**src/rtl/fifo_frame_reader_if.sv**
```systemverilog
// Framed-FIFO read port plus downstream valid/ready stream bundled for fifo_frame_reader.
// master is the reader's view; slave is the FIFO/sink side.
interface fifo_frame_reader_if #(
    parameter int DATA_WIDTH = 8
);
    logic                  in_empty;
    logic [DATA_WIDTH-1:0] in_dout;
    logic                  in_sof;
    logic                  in_eof;
    logic                  in_rd_en;
    logic                  out_valid;
    logic                  out_ready;
    logic [DATA_WIDTH-1:0] out_data;
    logic                  out_sof;
    logic                  out_eof;

    modport master (
        input  in_empty, in_dout, in_sof, in_eof, out_ready,
        output in_rd_en, out_valid, out_data, out_sof, out_eof
    );

    modport slave (
        output in_empty, in_dout, in_sof, in_eof, out_ready,
        input  in_rd_en, out_valid, out_data, out_sof, out_eof
    );
endinterface

```
**src/rtl/fifo_frame_reader.sv**
```systemverilog
// Pops tagged words from a FWFT framed FIFO, enforces a fixed frame length and
// re-emits a registered valid/ready stream; stray words are dropped and counted.
module fifo_frame_reader #(
    parameter int DATA_WIDTH = 8,
    parameter int FRAME_SIZE = 1024
) (
    input  logic                  clk,
    input  logic                  reset_n,
    fifo_frame_reader_if.master   bus,
    output logic                  frame_done,
    output logic                  frame_err,
    output logic [15:0]           frame_count,
    output logic [15:0]           drop_count
);
    localparam int CW = $clog2(FRAME_SIZE + 1);
    localparam logic [CW:0] LAST = (CW + 1)'(FRAME_SIZE);

    typedef enum logic {HUNT, FRAME} state_t;

    state_t                state_q, state_d;
    logic [CW-1:0]         cnt_q, cnt_d;
    logic                  out_valid_q, out_valid_d;
    logic [DATA_WIDTH-1:0] out_data_q, out_data_d;
    logic                  out_sof_q, out_sof_d;
    logic                  out_eof_q, out_eof_d;
    logic                  frame_done_q, frame_done_d;
    logic                  frame_err_q, frame_err_d;
    logic [15:0]           frame_count_q, frame_count_d;
    logic [15:0]           drop_count_q, drop_count_d;
    logic                  can_out;
    logic                  pop;
    logic [CW:0]           pos;

    function automatic logic [15:0] sat_inc16(input logic [15:0] v);
        return (v == 16'hFFFF) ? v : v + 16'd1;
    endfunction

    always_ff @(posedge clk or negedge reset_n) begin
        if (!reset_n) begin
            state_q       <= HUNT;
            cnt_q         <= '0;
            out_valid_q   <= 1'b0;
            out_data_q    <= '0;
            out_sof_q     <= 1'b0;
            out_eof_q     <= 1'b0;
            frame_done_q  <= 1'b0;
            frame_err_q   <= 1'b0;
            frame_count_q <= '0;
            drop_count_q  <= '0;
        end else begin
            state_q       <= state_d;
            cnt_q         <= cnt_d;
            out_valid_q   <= out_valid_d;
            out_data_q    <= out_data_d;
            out_sof_q     <= out_sof_d;
            out_eof_q     <= out_eof_d;
            frame_done_q  <= frame_done_d;
            frame_err_q   <= frame_err_d;
            frame_count_q <= frame_count_d;
            drop_count_q  <= drop_count_d;
        end
    end

    always_comb begin
        state_d       = state_q;
        cnt_d         = cnt_q;
        out_valid_d   = out_valid_q & ~bus.out_ready;
        out_data_d    = out_data_q;
        out_sof_d     = out_sof_q;
        out_eof_d     = out_eof_q;
        frame_done_d  = 1'b0;
        frame_err_d   = 1'b0;
        frame_count_d = frame_count_q;
        drop_count_d  = drop_count_q;
        pop           = 1'b0;
        pos           = '0;
        can_out       = ~out_valid_q | bus.out_ready;

        if (!bus.in_empty) begin
            if (state_q == HUNT && !bus.in_sof) begin
                // Outside a frame the word never reaches the output, so backpressure is irrelevant.
                pop          = 1'b1;
                drop_count_d = sat_inc16(drop_count_q);
            end else if (can_out) begin
                pop         = 1'b1;
                out_valid_d = 1'b1;
                out_data_d  = bus.in_dout;
                out_sof_d   = bus.in_sof;
                out_eof_d   = 1'b0;
                state_d     = FRAME;
                if (bus.in_sof) begin
                    // A SOF inside a frame means the previous frame was cut short.
                    frame_err_d = (state_q == FRAME);
                    pos         = (CW + 1)'(1);
                end else begin
                    pos = {1'b0, cnt_q} + (CW + 1)'(1);
                end
                cnt_d = pos[CW-1:0];

                if (bus.in_eof) begin
                    out_eof_d = 1'b1;
                    state_d   = HUNT;
                    cnt_d     = '0;
                    if (pos == LAST) begin
                        frame_done_d  = 1'b1;
                        frame_count_d = frame_count_q + 16'd1;
                    end else begin
                        frame_err_d = 1'b1;
                    end
                end else if (pos == LAST) begin
                    // Oversize: close the frame here; the tail is dropped in HUNT.
                    out_eof_d   = 1'b1;
                    frame_err_d = 1'b1;
                    state_d     = HUNT;
                    cnt_d       = '0;
                end
            end
        end
    end

    // Gated by reset so nothing is popped (and lost uncounted) while held in reset.
    assign bus.in_rd_en  = pop & reset_n;
    assign bus.out_valid = out_valid_q;
    assign bus.out_data  = out_data_q;
    assign bus.out_sof   = out_sof_q;
    assign bus.out_eof   = out_eof_q;
    assign frame_done    = frame_done_q;
    assign frame_err     = frame_err_q;
    assign frame_count   = frame_count_q;
    assign drop_count    = drop_count_q;
endmodule

```
**src/flat_wrapper.sv**
```systemverilog
// flat-port wrapper written by rule: the top's interface ports become plain ports
module fifo_frame_reader_flat 
#(
    parameter int DATA_WIDTH = 8,
    parameter int FRAME_SIZE = 1024
)
  (clk, reset_n, frame_done, frame_err, frame_count, drop_count, bus_in_empty, bus_in_dout, bus_in_sof, bus_in_eof, bus_out_ready, bus_in_rd_en, bus_out_valid, bus_out_data, bus_out_sof, bus_out_eof);
  fifo_frame_reader_if #(.DATA_WIDTH(DATA_WIDTH)) bus_i ();
  input  logic clk;
  input  logic reset_n;
  output logic frame_done;
  output logic frame_err;
  output logic [15:0] frame_count;
  output logic [15:0] drop_count;
  input wire logic [$bits(bus_i.in_empty)-1:0] bus_in_empty;
  input wire logic [$bits(bus_i.in_dout)-1:0] bus_in_dout;
  input wire logic [$bits(bus_i.in_sof)-1:0] bus_in_sof;
  input wire logic [$bits(bus_i.in_eof)-1:0] bus_in_eof;
  input wire logic [$bits(bus_i.out_ready)-1:0] bus_out_ready;
  output wire logic [$bits(bus_i.in_rd_en)-1:0] bus_in_rd_en;
  output wire logic [$bits(bus_i.out_valid)-1:0] bus_out_valid;
  output wire logic [$bits(bus_i.out_data)-1:0] bus_out_data;
  output wire logic [$bits(bus_i.out_sof)-1:0] bus_out_sof;
  output wire logic [$bits(bus_i.out_eof)-1:0] bus_out_eof;
  assign bus_i.in_empty = bus_in_empty;
  assign bus_i.in_dout = bus_in_dout;
  assign bus_i.in_sof = bus_in_sof;
  assign bus_i.in_eof = bus_in_eof;
  assign bus_i.out_ready = bus_out_ready;
  assign bus_in_rd_en = bus_i.in_rd_en;
  assign bus_out_valid = bus_i.out_valid;
  assign bus_out_data = bus_i.out_data;
  assign bus_out_sof = bus_i.out_sof;
  assign bus_out_eof = bus_i.out_eof;
  fifo_frame_reader #(.DATA_WIDTH(DATA_WIDTH), .FRAME_SIZE(FRAME_SIZE)) u_core (.clk(clk), .reset_n(reset_n), .bus(bus_i), .frame_done(frame_done), .frame_err(frame_err), .frame_count(frame_count), .drop_count(drop_count));
endmodule
```
**config.mk**
```make
export PLATFORM = sky130hd
export DESIGN_NAME = fifo_frame_reader_flat
export DESIGN_NICKNAME = d
export VERILOG_FILES = /design/src/rtl/fifo_frame_reader_if.sv /design/src/rtl/fifo_frame_reader.sv /design/src/flat_wrapper.sv
export SDC_FILE = /design/constraint.sdc
export NUM_CORES = 1
export LEC_CHECK = 0
export CAP_MARGIN = 30
export CELL_PAD_IN_SITES_DETAIL_PLACEMENT = 1
export CELL_PAD_IN_SITES_GLOBAL_PLACEMENT = 1
export CORE_ASPECT_RATIO = 0.75
export CORE_MARGIN = 2
export CORE_UTILIZATION = 39
export DETAILED_ROUTE_END_ITERATION = 16
export GPL_ROUTABILITY_DRIVEN = 0
export PLACE_DENSITY = 0.86
export SLEW_MARGIN = 20
export SYNTH_ARGS = -nofsm -noshare
export SYNTH_HDL_FRONTEND = slang
export SYNTH_SLANG_ARGS = --single-unit
```
**constraint.sdc**
```tcl
create_clock -name clk -period 3 [get_ports clk]
set_clock_uncertainty 0.05 [all_clocks]
set_input_delay 0.6 -clock clk [delete_from_list [all_inputs] [get_ports clk]]
set_output_delay 0.6 -clock clk [all_outputs]
set_load 0.05 [all_outputs]
```
---- Word level (Yosys, flattened, before mapping) ----
Cells that the tools add are included.
operators by class
  add/sub/neg operators ................... 3
  equal/unequal tests ..................... 2
  multiplexer cells ....................... 27
  bitwise operators ....................... 9
  reductions and logical operators ........ 5
operators by type and width
  cell                                                    number
  two-way mux 12 bit                                      4
  adder 16 x 1 -> 16 bit (second input constant)          2
  two-way mux 11 bit                                      2
  two-way mux 1 bit                                       21
  equality test 16 bit (second input constant)            1
  adder 11 x 1 -> 12 bit (second input constant)          1
  equality test 12 x 11 -> 1 bit (second input constant)  1
  NOT 1 bit                                               6
  AND reduction 3 bit                                     2
  AND reduction 5 bit                                     1
  bitwise AND 1 bit                                       2
  logical AND 1 bit                                       1
  logical NOT 1 bit                                       1
  OR 1 bit                                                1
storage, ports and cells
  flip-flop bits (word level) ............. 57
  bits of input ports ..................... 14

---- Depth between registers and ports, before layout ----
Gate-level depths: netlist (run 1).
  depth after elaboration ................. 11
  depth in mapped cells ................... 8

---- Worst setup path after synthesis (run 1) ----
No wires, ideal clock.
  path type ............................... reg2reg
  start ................................... register u_core.cnt_q[0]
  end ..................................... register u_core.frame_count_q[13] (netlist: u_core.frame_count[13])
  library setup time ...................... 142 ps
  arrival time ............................ 1968 ps
  path slack .............................. 840 ps
  cell stages (with the launch flop) ...... 9
  buffers on the path ..................... 1
  period minus slack after synthesis ...... 2160 ps
  cell sequence ........................... dfrtp_1 ha_1 xor2_1 nor3b_1 o211ai_1 nor4_4 buf_6 nand4_1 xnor2_1
between the ends
  longest elaborated chain between the ends .. 7
RTL lines
  what                                  line                      RTL
  start: declaration                    fifo_frame_reader.sv:21   logic [CW-1:0] cnt_q, cnt_d;
  start signal: assignment              fifo_frame_reader.sv:52   cnt_q <= cnt_d;
  adder 11 x 1 -> 12 bit                fifo_frame_reader.sv:96   pos = {1'b0, cnt_q} + (CW + 1)'(1);
  two-way mux 12 bit                    fifo_frame_reader.sv:91   if (bus.in_sof) begin
  two-way mux 12 bit                    fifo_frame_reader.sv:84   end else if (can_out) begin
  two-way mux 12 bit                    fifo_frame_reader.sv:80   if (state_q == HUNT && !bus.in_sof) begin
  two-way mux 12 bit                    fifo_frame_reader.sv:79   if (!bus.in_empty) begin
  equality test 12 x 11 -> 1 bit        fifo_frame_reader.sv:104  if (pos == LAST) begin
  AND reduction 5 bit (no source line)  -
  end signal: assignment                fifo_frame_reader.sv:59   frame_count_q <= frame_count_d;
  end: declaration                      fifo_frame_reader.sv:28   logic [15:0] frame_count_q, frame_count_d;
No other way between the ends. The select of a mux whose other input is x is not followed.
A chain may end at the register's enable or synchronous reset.

---- Worst setup path after layout (run 1) ----
  start ................................... input port bus_in_sof
  end ..................................... register u_core.frame_count_q[1] (netlist: u_core.frame_count[1])
between the ends
  longest elaborated chain between the ends .. 6
  elaborated cells on any way between the ends .. 9
  those cells by class .................... 1 x eq/ne; 4 x mux; 1 x bitwise; 3 x reduce/logical
RTL lines
  what                                      line                      RTL
  start: declaration                        flat_wrapper.sv:17        input wire logic [$bits(bus_i.in_sof)-1:0] bus_in_sof;
  two-way mux 12 bit                        fifo_frame_reader.sv:91
  two-way mux 12 bit                        fifo_frame_reader.sv:84
  two-way mux 12 bit                        fifo_frame_reader.sv:80
  two-way mux 12 bit                        fifo_frame_reader.sv:79
  equality test 12 x 11 -> 1 bit            fifo_frame_reader.sv:104
  AND reduction 5 bit (no source line) (*)  -
Every way passes the cells marked *; elsewhere a longest branch is shown, timed or not. The select of a mux whose other input is x is not followed.

==> summary.md, run 1 <==
Minimum setup slack among reg-to-reg paths: 610 ps. The tools report the total leakage power as 0.00164 uW. The Yosys step of the flow raised 0 warnings. In this run the power spent charging and discharging nets is 849 uW. The via count of the first global-routing pass is 2504, and the distinct cell type count after synthesis is 53.

The detailed router placed 2350 vias in this run. The run gives 0 as the count of max-cap constraint violations. The count of buffers added by post-CTS timing repair for setup was 0; the H-tree depth reported by CTS was 3. Count of pins over their slew limit: 0.

The maximum vdd ir drop is 0.368 mV, and the sequential power share is 0.414. The insertion delay of the later-clocked pin in the worst-skew pair is 350 ps, and the count of unresolved DRC violations after routing is 0. Category of cells accounting for the largest share of critical-path delay: buffers and inverters. The floorplan has 27 rows. The die covers 8110 um^2. The count of flip-flops with a built-in enable after synthesis was 0.

From synthesis to final layout, the design area changed by 31.1%. In this design, the stage delay of the slowest critical-path cell is 600 ps. Startpoint-to-endpoint class of the critical path: primary input to flop. The routed design could run at a clock period as short as 2520 ps. In this run the worst hold path is classified as primary input to async pin. TritonCTS built the clock tree.

The horizontal extent of the die was 103 um. The fraction of power consumed by the clock network is 0.310, and the number of diodes added for antenna fixing is 0. Dividing total power by cell area gives a power density of 619 nW/um^2. The most common cell after layout, fill and taps aside was sky130_fd_sc_hd__nand2_1. The fraction of registers with async set/reset came out at 1.00.

The placement-stage worst setup slack was 131 ps; the flop and latch count out of synthesis was 57. Switching power share of the total: 0.363. The tools report the wire length after detailed routing as 7.19 mm. The met2 demand-to-capacity share in global routing came out at 0.302. Global-route usage over all layers: 0.197. The most used flip-flop cell after synthesis is sky130_fd_sc_hd__dfrtp_1. The number of antenna violations at the first check in global routing came out at 0. The share of the synthesized area in the top cell type is 0.495, and the top-level port count is 60. The final antenna-violating net count is 0, and the top achievable clock speed is 397 MHz. The floorplan step defined a core boundary enclosing 7260 um^2. Master of the slowest instance on the critical path: sky130_fd_sc_hd__clkdlybuf4s50_1. Number of buffers and inverters on the critical path: 2. The maximum number of pins on one net before global-route repair came out at 58. In this run the most used layer during global routing was met2. The post-synth design cell area came out at 2880 um^2.

Post-cts hold buffer count: 0. For the combinational share of power, the log shows 0.277. Setup repair after global routing left no endpoint under its margin. Setup TNS: 0 ps. The data arrival time of the critical path was 2700 ps.

Largest area contributor in the netlist: sky130_fd_sc_hd__dfrtp_1. The final clock period utilization by the worst path was 0.839. The post-cts sizing count is 0, and the number of buffers inserted by port buffering is 59. The first global-routing pass estimated 12.3 mm of wire. After technology mapping, the gate count stands at 282.

The critical path goes through clkdlybuf4s50_1 -> o21bai_1 -> nor3b_2 -> nand4_1 -> nor4_4 -> buf_4 -> mux2_2. After synthesis, the cell types taking the most area are sky130_fd_sc_hd__dfrtp_1 (49%), sky130_fd_sc_hd__nand2_1 (7.5%), sky130_fd_sc_hd__xnor2_1 (7.3%), sky130_fd_sc_hd__nand4_1 (3.7%), sky130_fd_sc_hd__xor2_1 (3.3%). Using the TritonRoute via totals, the vias-per-cell ratio works out to 5.18. Of all nets on the critical path, the largest fanout is 15. The headroom to the max-slew limit is 0.520.

STA classifies the critical path startpoint as a primary input. The maximum clock insertion buffer count was 2; the register area share after synthesis was 0.495. In the final routed layout, each cell accounts on average for 15.8 um. The tools report the net count after synthesis as 299. Clock-pin slew was measured on the worst setup and hold paths at 80 ps. The sink count of the clock tree came out at 57. Post-route worst setup slack: 483 ps. The transition time at the pin with the least slew margin came out at 720 ps.

The final hold slack is 387 ps, and the met3 routing resource usage after global routing is 0.0579. The met1 track demand over resource in global routing is 0.267, and the hold violation count in the final report is 0. The logs give 1490 uW for the internal power component and 73 for the initial detailed-routing violation count. The worst setup path is captured at a flop.

After legalization and detailed placement, the total HPWL measured 5.30 mm. The ratio of cells with drive above 1 in the final layout is 0.133. In the layout the commonest cells are sky130_fd_sc_hd__nand2_1 (58), sky130_fd_sc_hd__clkdlybuf4s50_1 (57), sky130_fd_sc_hd__dfrtp_1 (57). The cell chosen for the clock root was sky130_fd_sc_hd__clkbuf_8. Global routing finished with a remaining overflow of 0. The starting utilization of the core area came out at 0.397. Measured along the y axis, the die boundary spans 78.5 um. Each instance of the synthesized netlist takes up on average 10.2 um^2. The length of the first detailed-routing pass in iterations was 5. For the number of buffers created by CTS, the log shows 9. At the worst endpoint, the required time is 3180 ps.

The net count of the finished layout was 365. The flow ran to the end, and the final reports show no timing, DRC or antenna violations. Setup violations remaining at the end of the flow were counted as 0.
flip-flops by register name, indices dropped and copies added (netlist names):
name,count
u_core.bus.out_eof,1
u_core.bus.out_valid,1
u_core.bus.out_data,8
u_core.frame_count,16
u_core.state_q,1
u_core.bus.out_sof,1
u_core.drop_count,16
u_core.frame_done,1
u_core.frame_err,1
u_core.cnt_q,11
power groups by stage:
| stage | Combinational, uW | Clock (uW) | Sequential [uW] |
|---|---|---|---|
| 5_1_grt | 698 | 777 | 987 |
| 6_report | 647 | 724 | 968 |
| 4_1_cts | 655 | 746 | 970 |
| 3_5_place_dp | 655 | 0 | 982 |
| 2_1_floorplan | 212 | 0 | 1180 |
| 3_3_place_gp | 636 | 0 | 974 |
worst reg2reg max path: stages, from the launching register on:
cell and delay (ps):
sky130_fd_sc_hd__dfrtp_1 400, sky130_fd_sc_hd__ha_1 290, sky130_fd_sc_hd__nand3_2 230, sky130_fd_sc_hd__xor2_1 290, sky130_fd_sc_hd__o2111ai_1 210, sky130_fd_sc_hd__nor4_4 470
sky130_fd_sc_hd__o31ai_1 130, sky130_fd_sc_hd__a21o_2 230
synthesized netlist by cell type (3+ instances only):
library cell                n
sky130_fd_sc_hd__and3_1     7
sky130_fd_sc_hd__and3_2     5
sky130_fd_sc_hd__buf_6      3
sky130_fd_sc_hd__clkbuf_1   7
sky130_fd_sc_hd__dfrtp_1   57
sky130_fd_sc_hd__ha_1       3
sky130_fd_sc_hd__inv_1      5
sky130_fd_sc_hd__nand2_1   58
sky130_fd_sc_hd__nand2b_1   4
sky130_fd_sc_hd__nand3_1    7
sky130_fd_sc_hd__nand4_1   17
sky130_fd_sc_hd__nor2_1    11
sky130_fd_sc_hd__nor2b_1    3
sky130_fd_sc_hd__nor3_1     6
sky130_fd_sc_hd__nor4_1     4
sky130_fd_sc_hd__o21ai_0    4
sky130_fd_sc_hd__o21ai_1    3
sky130_fd_sc_hd__xnor2_1   24
sky130_fd_sc_hd__xor2_1    11
final cells by class:
cell class / instances / area (um^2)
Multi-Input combinational cell: 208 / 1360
Inverter: 5 / 18.8
Timing Repair Buffer: 67 / 656
Fill cell: 839 / 3480
Sequential cell: 57 / 1430
Tap cell: 101 / 126
Clock inverter: 5 / 55.1
Clock buffer: 11 / 141
worst paths after layout:
check	startpoint	end	cells after the start
hold reg to reg	u_core.bus.out_data[2]	u_core.bus.out_data[2]	2
min in group clk	u_core.bus.out_data[2]	u_core.bus.out_data[2]	2
hold / removal	reset_n	u_core.cnt_q[5]	2
max in group asynchronous	reset_n	u_core.frame_done	2
setup / recovery	bus_in_sof	u_core.frame_count[1]	7
setup reg to reg	u_core.cnt_q[1]	u_core.cnt_q[2]	7
per-layer routing:
layer | routed length (um) | up-vias
met5 | 0 | -
met3 | 463 | 12
li1 | - | 1113
met4 | 153 | 0
met1 | 3260 | 1157
met2 | 3320 | 68
metrics by stage:
step	util	power, uW	area (um^2)	instances
final	0.521	2340	3780	454
after global routing	0.521	2460	3780	454
after CTS	0.521	2370	3780	454
after detailed placement	0.494	1640	3580	438
after global placement	0.494	1610	3580	438
after floorplan	-	1390	2880	282
kinds of logic after synthesis:
logic type      after synthesis  share of synthesized area
mux                           4                     0.0148
flops                        57                      0.495
compound gates               24                     0.0664
buf+inv                      17                     0.0347
xor+xnor                     35                      0.106
simple gates                142                      0.270
fa+ha+maj                     3                     0.0130
No activity file was read; power rests on OpenSTA's default activity.
==> run 2, diff against run 1 <==
clock period = 2.5 ns   (was 3 ns; I/O delays follow)
==> run 2 against run 1 <==
- combinational power rose by 25%
- register-to-register slack got worse by 470 ps
- first-iteration DRC count did not move
- critical path depth did not move
- utilization rose by 2.1 points
- highest routed layer unchanged
==> summary.md, run 2 (same netlist as run 1, synthesis figures left out) <==
The run finished with clean final reports. The tools report the starting utilization of the core area as 0.397. The area growth from synthesis to layout is 36.4%.

The final layout contains 377 nets. Clock input transition at the sequential cells of the worst setup and hold paths: 70 ps. The tools report the critical register-to-register path startpoint as u_core.cnt_q[0]. The number of antenna diodes in the final layout is 0. Setup repair after global routing left no endpoint under its margin.

The run gives 2522 as the via count of the first global-routing pass. The maximum number of pins on one net before global-route repair is 58, and the die height is 78.5 um. At the worst endpoint, the required time is 2700 ps. The multi-input combinational cells in the finished layout cover a total of 1390 um^2. In the final layout, flip-flops and latches occupy 1430 um^2.

In this run the clock root is driven by a sky130_fd_sc_hd__clkbuf_8. The tightest min-delay check is of the primary input to async pin type. The first TritonRoute pass finished after 4 iterations.

The ratio of cells with drive above 1 in the final layout was 0.173. Post-CTS timing repair inserted 0 buffers for setup. The post-layout utilization of the core came out at 0.542. The tools report the worst setup path startpoint as u_core.cnt_q[0]. The post-layout instance area came out at 3940 um^2. STA puts the critical path data arrival time at 2560 ps. Setup violations remaining at the end of the flow were counted as 0.

In the routed design, unresolved DRC markers number 0. Worst reg2reg path endpoint: u_core.cnt_q[0]. The critical path crosses 7 cells after its start point.

Mean routed wirelength per cell: 16.1 um. The critical path goes through ha_2 -> nand3_4 -> or4_1 -> nand2_1 -> nor4_4 -> or3_4 -> o21ai_1. Kind of end point of the critical path: a flop. Setup TNS: 0 ps. TritonCTS built the clock tree. The hold violation count in the final report came out at 0. The final clock period utilization by the worst path is 0.945.

Port buffering added 59 buffers. Once detail routing completed, the nets flagged for antenna violations numbered 0. Post-cts hold buffer count: 0. The total number of placement rows is 27.

The layout has 826 filler cells. Detailed placement finished with a half-perimeter wire length of 5.40 mm. In this run the standard cell core region covers 7260 um^2. The power per standard cell area was 747 nW/um^2; the routed via count divided by cell count was 5.16.

The global-route congestion overflow total was 0. The analysis attributes to cell leakage a power of 0.00172 uW. In this run the worst setup path terminates at u_core.cnt_q[0].

Final hold analysis gives a worst-case slack of 309 ps. Clock tree synthesis inserted a total of 9 buffers. In this run, the number of DRC markers left after iteration 0 of detailed routing was 73. The run gives 0.201 as the global-route usage over all layers. The count of pins over their slew limit was 0.

The critical path contains buffers and inverters numbering 0 combined. The run gives 0 as the number of antenna violations at the first check in global routing. In this run the count of I/O pins placed on the die edge is 60. Headroom to the max-slew limit: 0.514. The largest fanout of any net on the critical path came out at 10. Across the run, the number of max-cap violations was 0. STA classifies the critical path startpoint as a flop. Counting I/O delays and the setup requirement, the final critical path takes 2360 ps. The die covers 8110 um^2. The library cells used most frequently in the layout, excluding fill and tap cells, are sky130_fd_sc_hd__nand2_1 (58), sky130_fd_sc_hd__clkdlybuf4s50_1 (57), sky130_fd_sc_hd__dfrtp_1 (57).

The logs give 140 ps for the minimum setup slack among reg-to-reg paths and 3690 um^2 for the total cell area at the placement stage. The category of cells accounting for the largest share of critical-path delay is simple AND/OR/NAND/NOR gates. The total number of vias is 2404. For the pin with the worst max-slew slack, the measured transition is 729 ps.

The top achievable clock speed was 424 MHz. The die is 103 um wide. The clock net in this run drives a total of 57 sinks.

The library cell used most frequently in the layout, excluding fill and tap cells, is sky130_fd_sc_hd__nand2_1. The H-tree was split into 3 levels. The run gives 0.644 mV as the maximum vdd ir drop.

The first global-routing pass estimated 12.6 mm of wire. The largest single stage delay on the critical path is 550 ps. The number of cells on the worst reg-to-reg path is 7. After detailed routing, the total wire length is 7.52 mm.

By startpoint and endpoint, the worst setup path is classified as flop to flop. At the later pin of the worst-skew pair, clock insertion delay measures 340 ps. For this design, the slowest cell found on the critical path is sky130_fd_sc_hd__or4_1. For the maximum clock insertion buffer count, the log shows 2.
## run 2: changes by cell type in the layout (fill, tap and decap cells not counted), sizes merged
| cell | change |
|---|---|
| clkinvlp | -2 |
| buf | +12 |
| bufinv | +1 |
| clkinv | +1 |
## run 2: worst min-delay path by stage
stage / from / cells past startpoint / slack [ps] / end
global placement: u_core.bus.out_data[0] / 2 / 410 / u_core.bus.out_data[0]
detailed placement: u_core.bus.out_data[3] / 2 / 420 / u_core.bus.out_data[3]
global route: reset_n / 2 / 370 / u_core.cnt_q[5]
finish: reset_n / 2 / 310 / u_core.cnt_q[8]
floorplan: reset_n / 0 / 150 / u_core.bus.out_data[0]
CTS: reset_n / 2 / 350 / u_core.cnt_q[5]
## run 2: power breakdown
part | total, uW | internal (uW) | switching (uW)
Clock | 964 | 587 | 377
Sequential | 1170 | 1030 | 140
Combinational | 807 | 296 | 511
## run 2: area by class of cell
cell class,instances,area share
clock buffers,11,0.0359
clock inverters,5,0.0200
inverters,5,0.00477
multi-input cells,208,0.352
flip-flops and latches,57,0.362
well taps,101,0.0321
repair buffers,79,0.193
## run 2: worst register-to-register path, stage by stage, from the launching register on
cell                      delay (ps)
sky130_fd_sc_hd__dfrtp_1         450
sky130_fd_sc_hd__ha_2            300
sky130_fd_sc_hd__nand3_4         170
sky130_fd_sc_hd__or4_1           550
sky130_fd_sc_hd__nand2_1         150
sky130_fd_sc_hd__nor4_4           90
sky130_fd_sc_hd__or3_4           370
sky130_fd_sc_hd__o21ai_1         150
## run 2: timing repair
item,4_1_cts,5_1_grt
endpoints found under the setup margin,2,11
pin swaps,1,0
gates resized for setup,1,4
## run 2: layer usage
metal	vias up	wire [um]	global-route usage
met5	-	0	0
met4	0	81	0.0513
met3	11	296	0.0508
met2	59	3690	0.332
met1	1195	3460	0.264
li1	1139	-	-
## run 2: per-stage QoR
step / power (uW) / worst slack (ps) / instances
finish: 2940 / 139 / 466
global route: 3080 / 47.5 / 466
CTS: 2970 / 44.3 / 466
detailed placement: 1980 / -210 / 450
global placement: 1960 / -122 / 450
floorplan: 1670 / 340 / 282
